--- src/rtl/cpu_bus_pkg.sv ---
// Shared types and default widths for the CPU memory-bus arbiter and its watchdog.
package cpu_bus_pkg;

  localparam int unsigned DEF_ADDR_W       = 32;
  localparam int unsigned DEF_DATA_W       = 32;
  localparam int unsigned DEF_MAX_D_STREAK = 4;
  localparam int unsigned DEF_TIMEOUT      = 255;

  typedef enum logic [1:0] {
    IDLE,
    BUSY,
    RESP
  } arb_state_e;

  typedef enum logic [1:0] {
    NONE,
    IFETCH,
    DATA
  } arb_owner_e;

endpackage

--- src/rtl/bus_watchdog.sv ---
// Counts stalled cycles of a memory transaction and flags the cycle in which
// the LIMIT-th consecutive stall occurs.
module bus_watchdog #(
  parameter int unsigned LIMIT = cpu_bus_pkg::DEF_TIMEOUT
) (
  input  logic clk,
  input  logic rst,
  input  logic en,
  input  logic clr,
  output logic expired
);

  localparam int unsigned CNT_W = $clog2(LIMIT + 1);

  logic [CNT_W-1:0] count_q, count_d;

  // Fires during the stall that would take the count to LIMIT.
  assign expired = en && (count_q == CNT_W'(LIMIT - 1));

  always_comb begin
    count_d = count_q;
    if (clr) begin
      count_d = '0;
    end else if (en) begin
      count_d = count_q + CNT_W'(1);
    end
  end

  always_ff @(posedge clk) begin
    if (rst) begin
      count_q <= '0;
    end else begin
      count_q <= count_d;
    end
  end

endmodule

--- src/rtl/mem_bus_arbiter.sv ---
// Shares one memory port between instruction fetch and data access: data has
// priority, a streak limit guarantees fetch progress, a watchdog aborts hung accesses.
module mem_bus_arbiter
  import cpu_bus_pkg::*;
#(
  parameter int unsigned ADDR_W       = DEF_ADDR_W,
  parameter int unsigned DATA_W       = DEF_DATA_W,
  parameter int unsigned MAX_D_STREAK = DEF_MAX_D_STREAK,
  parameter int unsigned TIMEOUT      = DEF_TIMEOUT
) (
  input  logic                clk,
  input  logic                rst,
  input  logic                i_req,
  input  logic [ADDR_W-1:0]   i_addr,
  output logic                i_ready,
  output logic [DATA_W-1:0]   i_rdata,
  input  logic                d_req,
  input  logic                d_we,
  input  logic [ADDR_W-1:0]   d_addr,
  input  logic [DATA_W-1:0]   d_wdata,
  input  logic [DATA_W/8-1:0] d_wstrb,
  output logic                d_ready,
  output logic [DATA_W-1:0]   d_rdata,
  output logic                mem_req,
  output logic                mem_we,
  output logic [ADDR_W-1:0]   mem_addr,
  output logic [DATA_W-1:0]   mem_wdata,
  output logic [DATA_W/8-1:0] mem_wstrb,
  input  logic                mem_ready,
  input  logic [DATA_W-1:0]   mem_rdata,
  output logic                bus_err
);

  localparam int unsigned STRB_W = DATA_W / 8;
  localparam int unsigned SW     = $clog2(MAX_D_STREAK + 1);
  localparam logic [SW-1:0] STREAK_MAX = SW'(MAX_D_STREAK);

  arb_state_e        state_q, state_d;
  arb_owner_e        owner_q, owner_d;
  logic [SW-1:0]     streak_q, streak_d;
  logic              mem_req_q, mem_req_d;
  logic              mem_we_q, mem_we_d;
  logic [ADDR_W-1:0] mem_addr_q, mem_addr_d;
  logic [DATA_W-1:0] mem_wdata_q, mem_wdata_d;
  logic [STRB_W-1:0] mem_wstrb_q, mem_wstrb_d;
  logic              i_ready_q, i_ready_d;
  logic              d_ready_q, d_ready_d;
  logic [DATA_W-1:0] i_rdata_q, i_rdata_d;
  logic [DATA_W-1:0] d_rdata_q, d_rdata_d;
  logic              bus_err_q, bus_err_d;

  logic              wd_en, wd_clr, wd_expired;
  logic [DATA_W-1:0] resp_data;

  assign wd_en     = (state_q == BUSY) && !mem_ready;
  assign wd_clr    = (state_q != BUSY);
  assign resp_data = mem_ready ? mem_rdata : '0;

  bus_watchdog #(
    .LIMIT (TIMEOUT)
  ) u_watchdog (
    .clk     (clk),
    .rst     (rst),
    .en      (wd_en),
    .clr     (wd_clr),
    .expired (wd_expired)
  );

  always_comb begin
    state_d     = state_q;
    owner_d     = owner_q;
    streak_d    = streak_q;
    mem_req_d   = mem_req_q;
    mem_we_d    = mem_we_q;
    mem_addr_d  = mem_addr_q;
    mem_wdata_d = mem_wdata_q;
    mem_wstrb_d = mem_wstrb_q;
    i_ready_d   = 1'b0;
    d_ready_d   = 1'b0;
    i_rdata_d   = i_rdata_q;
    d_rdata_d   = d_rdata_q;
    bus_err_d   = bus_err_q;
    unique case (state_q)
      IDLE: begin
        if (d_req && !(i_req && streak_q == STREAK_MAX)) begin
          state_d     = BUSY;
          owner_d     = DATA;
          mem_req_d   = 1'b1;
          mem_we_d    = d_we;
          mem_addr_d  = d_addr;
          mem_wdata_d = d_wdata;
          mem_wstrb_d = d_wstrb;
          // The guard above keeps this increment from passing STREAK_MAX.
          streak_d    = i_req ? streak_q + SW'(1) : '0;
        end else if (i_req) begin
          state_d     = BUSY;
          owner_d     = IFETCH;
          mem_req_d   = 1'b1;
          mem_we_d    = 1'b0;
          mem_addr_d  = i_addr;
          mem_wdata_d = '0;
          mem_wstrb_d = '0;
          streak_d    = '0;
        end
      end
      BUSY: begin
        if (mem_ready || wd_expired) begin
          state_d   = RESP;
          mem_req_d = 1'b0;
          bus_err_d = bus_err_q | !mem_ready;
          if (owner_q == DATA) begin
            d_ready_d = 1'b1;
            d_rdata_d = resp_data;
          end else begin
            i_ready_d = 1'b1;
            i_rdata_d = resp_data;
          end
        end
      end
      RESP: begin
        state_d = IDLE;
        owner_d = NONE;
      end
      default: state_d = IDLE;
    endcase
  end

  always_ff @(posedge clk) begin
    if (rst) begin
      state_q     <= IDLE;
      owner_q     <= NONE;
      streak_q    <= '0;
      mem_req_q   <= 1'b0;
      mem_we_q    <= 1'b0;
      mem_addr_q  <= '0;
      mem_wdata_q <= '0;
      mem_wstrb_q <= '0;
      i_ready_q   <= 1'b0;
      d_ready_q   <= 1'b0;
      i_rdata_q   <= '0;
      d_rdata_q   <= '0;
      bus_err_q   <= 1'b0;
    end else begin
      state_q     <= state_d;
      owner_q     <= owner_d;
      streak_q    <= streak_d;
      mem_req_q   <= mem_req_d;
      mem_we_q    <= mem_we_d;
      mem_addr_q  <= mem_addr_d;
      mem_wdata_q <= mem_wdata_d;
      mem_wstrb_q <= mem_wstrb_d;
      i_ready_q   <= i_ready_d;
      d_ready_q   <= d_ready_d;
      i_rdata_q   <= i_rdata_d;
      d_rdata_q   <= d_rdata_d;
      bus_err_q   <= bus_err_d;
    end
  end

  assign i_ready   = i_ready_q;
  assign i_rdata   = i_rdata_q;
  assign d_ready   = d_ready_q;
  assign d_rdata   = d_rdata_q;
  assign mem_req   = mem_req_q;
  assign mem_we    = mem_we_q;
  assign mem_addr  = mem_addr_q;
  assign mem_wdata = mem_wdata_q;
  assign mem_wstrb = mem_wstrb_q;
  assign bus_err   = bus_err_q;

endmodule

--- config.mk ---
export PLATFORM = sky130hd
export DESIGN_NAME = mem_bus_arbiter
export DESIGN_NICKNAME = d
export VERILOG_FILES = /design/src/rtl/cpu_bus_pkg.sv /design/src/rtl/bus_watchdog.sv /design/src/rtl/mem_bus_arbiter.sv
export SDC_FILE = /design/constraint.sdc
export NUM_CORES = 1
export LEC_CHECK = 0
export CORE_ASPECT_RATIO = 1.75
export CORE_UTILIZATION = 35
export CTS_BUF_LIST = sky130_fd_sc_hd__clkbuf_4 sky130_fd_sc_hd__clkbuf_8
export DETAILED_ROUTE_END_ITERATION = 6
export PLACE_DENSITY = 0.68
export SLEW_MARGIN = 20
export SYNTH_ARGS = -nofsm -noshare
export SYNTH_HDL_FRONTEND = slang
export SYNTH_SLANG_ARGS = --single-unit
--- constraint.sdc ---
create_clock -name clk -period 1.66 [get_ports clk]
set_input_delay 0.166 -clock clk [delete_from_list [all_inputs] [get_ports clk]]
set_output_delay 0.166 -clock clk [all_outputs]
set_load 0.01 [all_outputs]
==> results.py, run 1 <==
metrics = {
    "sta": {
        "finalSetupViolCount": 0,
        "rsz0062_at_grt": "false",
        "relSlewSlack_pct": 70.0,
        "tightest_slew_ps": 450,
        "final_hold_viol_count": 0,
        "finalCritPeriodShare_pct": 92.5,
        "max_freq_ghz": 0.652,
        "slew_viol_final": 0,
        "period_needed_ps": 1530,
        "final.setup_skew_ps": 19.1,
    },
    "cells_and_area": {
        "fillers": 1633,
        "area_growth_syn_to_layout_pct": 56.2,
        "nets": 1093,
        "drive_gt1_share_pct": 7.88,
        "final_common_cell": "clkdlybuf4s50_1",
        "fin_util_pct": 56.1,
        "layout_common_cells": "clkdlybuf4s50_1, dfxtp_1, nand3_1",
        "layoutNonFillerInstCount": 1196,
    },
    "job": {
        "max_cap_viol_count": 0,
    },
    "floorplan": {
        "pin_count": 275,
        "start_util_pct": 35.9,
        "die_x_um": 104,
        "die_h_um": 180,
        "die-area_um2": 18700,
        "rows": 64,
        "core-area_um2": 17600,
    },
    "hold_path": {
        "hp-start": "rst",
        "min_to": "mem_wdata[14]$_SDFFE_PP0P_",
        "hold_class": "in2reg",
        "min_path_cells": 2,
    },
    "place": {
        "portBuffers": 274,
        "gp_congestion": 0.777,
        "dp_cells": 1163,
        "dp_hpwl_um": 13800,
    },
    "setup_path": {
        "critPathTopFamily": "buffers and inverters",
        "critPathMaxFanout": 2,
        "r2r-start": "u_watchdog.count_q[1]$_SDFFE_PP0P_",
        "timing.critical_path.buf_inv": 1,
        "reg2regPathDepth": 5,
        "worst_setup_path_start_kind": "register",
        "slowest_stage": "clkdlybuf4s50_1",
        "reg2reg_to": "i_rdata[6]$_SDFFE_PP0P_",
        "cpPeakStageDelay_ps": 560,
        "critical_path_class": "reg2out",
        "required_ps": 1490,
        "end_kind": "output port",
        "cp_data_arrival_time_ps": 1370,
        "worstPathCellList": "clkdlybuf4s50_1",
        "r2r_setup_slack_ps": 130,
    },
    "clock_tree": {
        "clockBufferDepth": 2,
        "clk_pin_slew_ps": 90,
        "cts_setup_buffers": 0,
        "worst_skew_pair.late_latency_ps": 440,
        "htreeDepth": 4,
        "clock_sinks": 152,
        "cts_buffers": 17,
        "cts_tree": "done",
        "cts-root-buf": "clkbuf_8",
    },
    "synth": {
        "synthDistinctLibCells": 41,
        "synth_nets": 863,
        "synthCells": 721,
        "seq_area_frac_synth_pct": 48.1,
        "netlist_area_um2": 6330,
        "avgSynthCellArea_um2": 8.78,
        "ys_ff_latch": 152,
        "ys_warn_count": 0,
    },
    "run_status": {
        "status": "finished, final reports clean",
    },
    "global_route": {
        "grt_use_total_pct": 22.4,
        "grt_pass1_vias": 6514,
        "grt_max_degree": 100,
        "grt_pass1_wl_um": 34400,
        "overflow": 0,
        "grt_antenna_before_repair": 1,
    },
    "detailed_routing": {
        "drt_drc_violations_left": 0,
        "totalWireLength_um": 21100,
        "ant_nets": 0,
        "via_per_inst": 5.65,
        "first_iter_violations": 368,
        "num_vias": 6756,
        "first_pass_iters": 4,
        "wl_per_cell_um": 17.6,
    },
    "power": {
        "pwr_density_cell_nw_per_um2": 864,
        "leakage_uw": 0.00322,
        "ir_worst_vdd_v": 0.000670,
    },
}
-- cell type report --
| class | instances | area [µm²] | share of cell area [%] |
|---|---|---|---|
| timing repair buffer | 304 | 3200 | 32.3 |
| sequential | 152 | 3040 | 30.8 |
| multi-input combinational | 472 | 2930 | 29.7 |
| tap | 231 | 289 | 2.92 |
| clock buffer | 18 | 248 | 2.50 |
| clock inverter | 14 | 160 | 1.62 |
| inverter | 4 | 15.0 | 0.152 |
| antenna | 1 | 2.50 | 0.0253 |
-- per-stage QoR --
stage	total power [µW]	cell area (µm²)	TNS (ps)	hold slack, ps	setup slack, ps
floorplan	4710	6330	0	314	219
global route	8960	9890	0	168	9.20
global placement	5700	9470	-746	460	-38.6
detailed placement	5710	9470	-1130	467	-66.6
finish	8550	9890	0	181	125
CTS	8640	9880	0	153	66.5
-- power breakdown --
| group | total [µW] | switching, µW | internal (µW) |
|---|---|---|---|
| Clock | 2920 | 1500 | 1410 |
| Sequential | 3920 | 93.2 | 3820 |
| Combinational | 1710 | 816 | 895 |
| Total | 8550 | 2410 | 6130 |
-- cell usage after synthesis (all sizes together) --
| master | n | area [µm²] |
|---|---|---|
| nor3 | 2 | 10.0 |
| o31ai | 1 | 7.51 |
| and2 | 2 | 12.5 |
| clkbuf | 61 | 229 |
| xor2 | 2 | 17.5 |
| inv | 4 | 15.0 |
| and3 | 1 | 6.26 |
| dfxtp | 152 | 3040 |
| or3 | 3 | 18.8 |
| nor2b | 2 | 12.5 |
| a311oi | 64 | 561 |
| o21ai | 76 | 380 |
| or2 | 2 | 12.5 |
| nand3 | 104 | 521 |
| o21ba | 1 | 10.0 |
| nand2b | 2 | 12.5 |
| ha | 4 | 50.1 |
| buf | 32 | 154 |
| a221oi | 1 | 8.76 |
| nand2 | 36 | 135 |
| o31a | 2 | 17.5 |
| nand4b | 1 | 8.76 |
| nor2 | 5 | 21.3 |
| o21bai | 2 | 18.8 |
| o21a | 2 | 15.0 |
| a21oi | 47 | 235 |
| nand4 | 4 | 25.0 |
| nand4bb | 1 | 11.3 |
| and4bb | 1 | 12.5 |
| or3b | 1 | 8.76 |
| nor3b | 3 | 27.5 |
| nor4bb | 1 | 10.0 |
| a21bo | 1 | 10.0 |
| nor4 | 2 | 12.5 |
| a41oi | 32 | 280 |
| a31oi | 64 | 400 |
-- worst reg2reg max path: cells and delay by family (launching register included) --
family	cells	cell delay [ps]
AO/OA/AOI/OAI	2	470
flip-flops	1	380
buffers and inverters	1	240
adder cells (fa/ha/maj)	1	160
AND/OR/NAND/NOR	1	160
-- flip-flops by register name, summed over array words and instances, names as in the netlist --
signal / cells
i_rdata: 32
bus_err: 1
mem_wstrb: 4
mem_addr: 32
d_rdata: 32
state_q: 2
streak_q: 3
d_ready: 1
mem_req: 1
i_ready: 1
mem_wdata: 32
mem_we: 1
u_watchdog.count_q: 8
owner_q: 2
-- routing by layer --
metal,global-route usage [%],routed length (µm),vias to the layer above
met1,27.1,8390,3196
met4,8.29,512,0
met2,38.7,10900,284
met5,0,0,-
met3,5.04,1340,25
li1,-,-,3251
-- cells by family (layout without fill, tap and decap cells) --
family | after synthesis | after routing | synth area share [%]
buf+inv | 97 | 340 | 6.28
simple gates | 173 | 173 | 13.9
compound gates | 293 | 293 | 30.7
flops | 152 | 152 | 48.1
fa+ha+maj | 4 | 4 | 0.791
other cells | 0 | 1 | 0
xor+xnor | 2 | 2 | 0.277
-- worst max-delay path by stage --
stage,start,to,depth (start not counted)
floorplan,state_q[0]$_SDFFE_PP0P_,u_watchdog.count_q[5]$_SDFFE_PP0P_,5
global placement,d_req,mem_addr[21]$_SDFFE_PP0P_,4
detailed placement,d_req,mem_addr[21]$_SDFFE_PP0P_,4
CTS,bus_err$_SDFFE_PP0P_,bus_err,1
global route,state_q[1]$_SDFFE_PP0P_,d_rdata[14]$_SDFFE_PP0P_,4
finish,mem_addr[12]$_SDFFE_PP0P_,mem_addr[12],1
-- timing repair --
action	CTS	global route
hold endpoints to repair	0	0
hold buffers	0	0
gates resized for setup	1	2
endpoints found under the setup margin	25	1
No activity file was read; power rests on OpenSTA's default activity.
==> run 2: changes to the inputs <==
--- a/config.mk
+++ b/config.mk
@@ -5,6 +5,7 @@
 export SDC_FILE = /design/constraint.sdc
 export NUM_CORES = 1
 export LEC_CHECK = 0
+export CAP_MARGIN = 30
 export CORE_ASPECT_RATIO = 1.75
 export CORE_UTILIZATION = 35
 export CTS_BUF_LIST = sky130_fd_sc_hd__clkbuf_4 sky130_fd_sc_hd__clkbuf_8
==> results of run 2 <==
Final layout, timing and power as in run 1 (identical DEF).
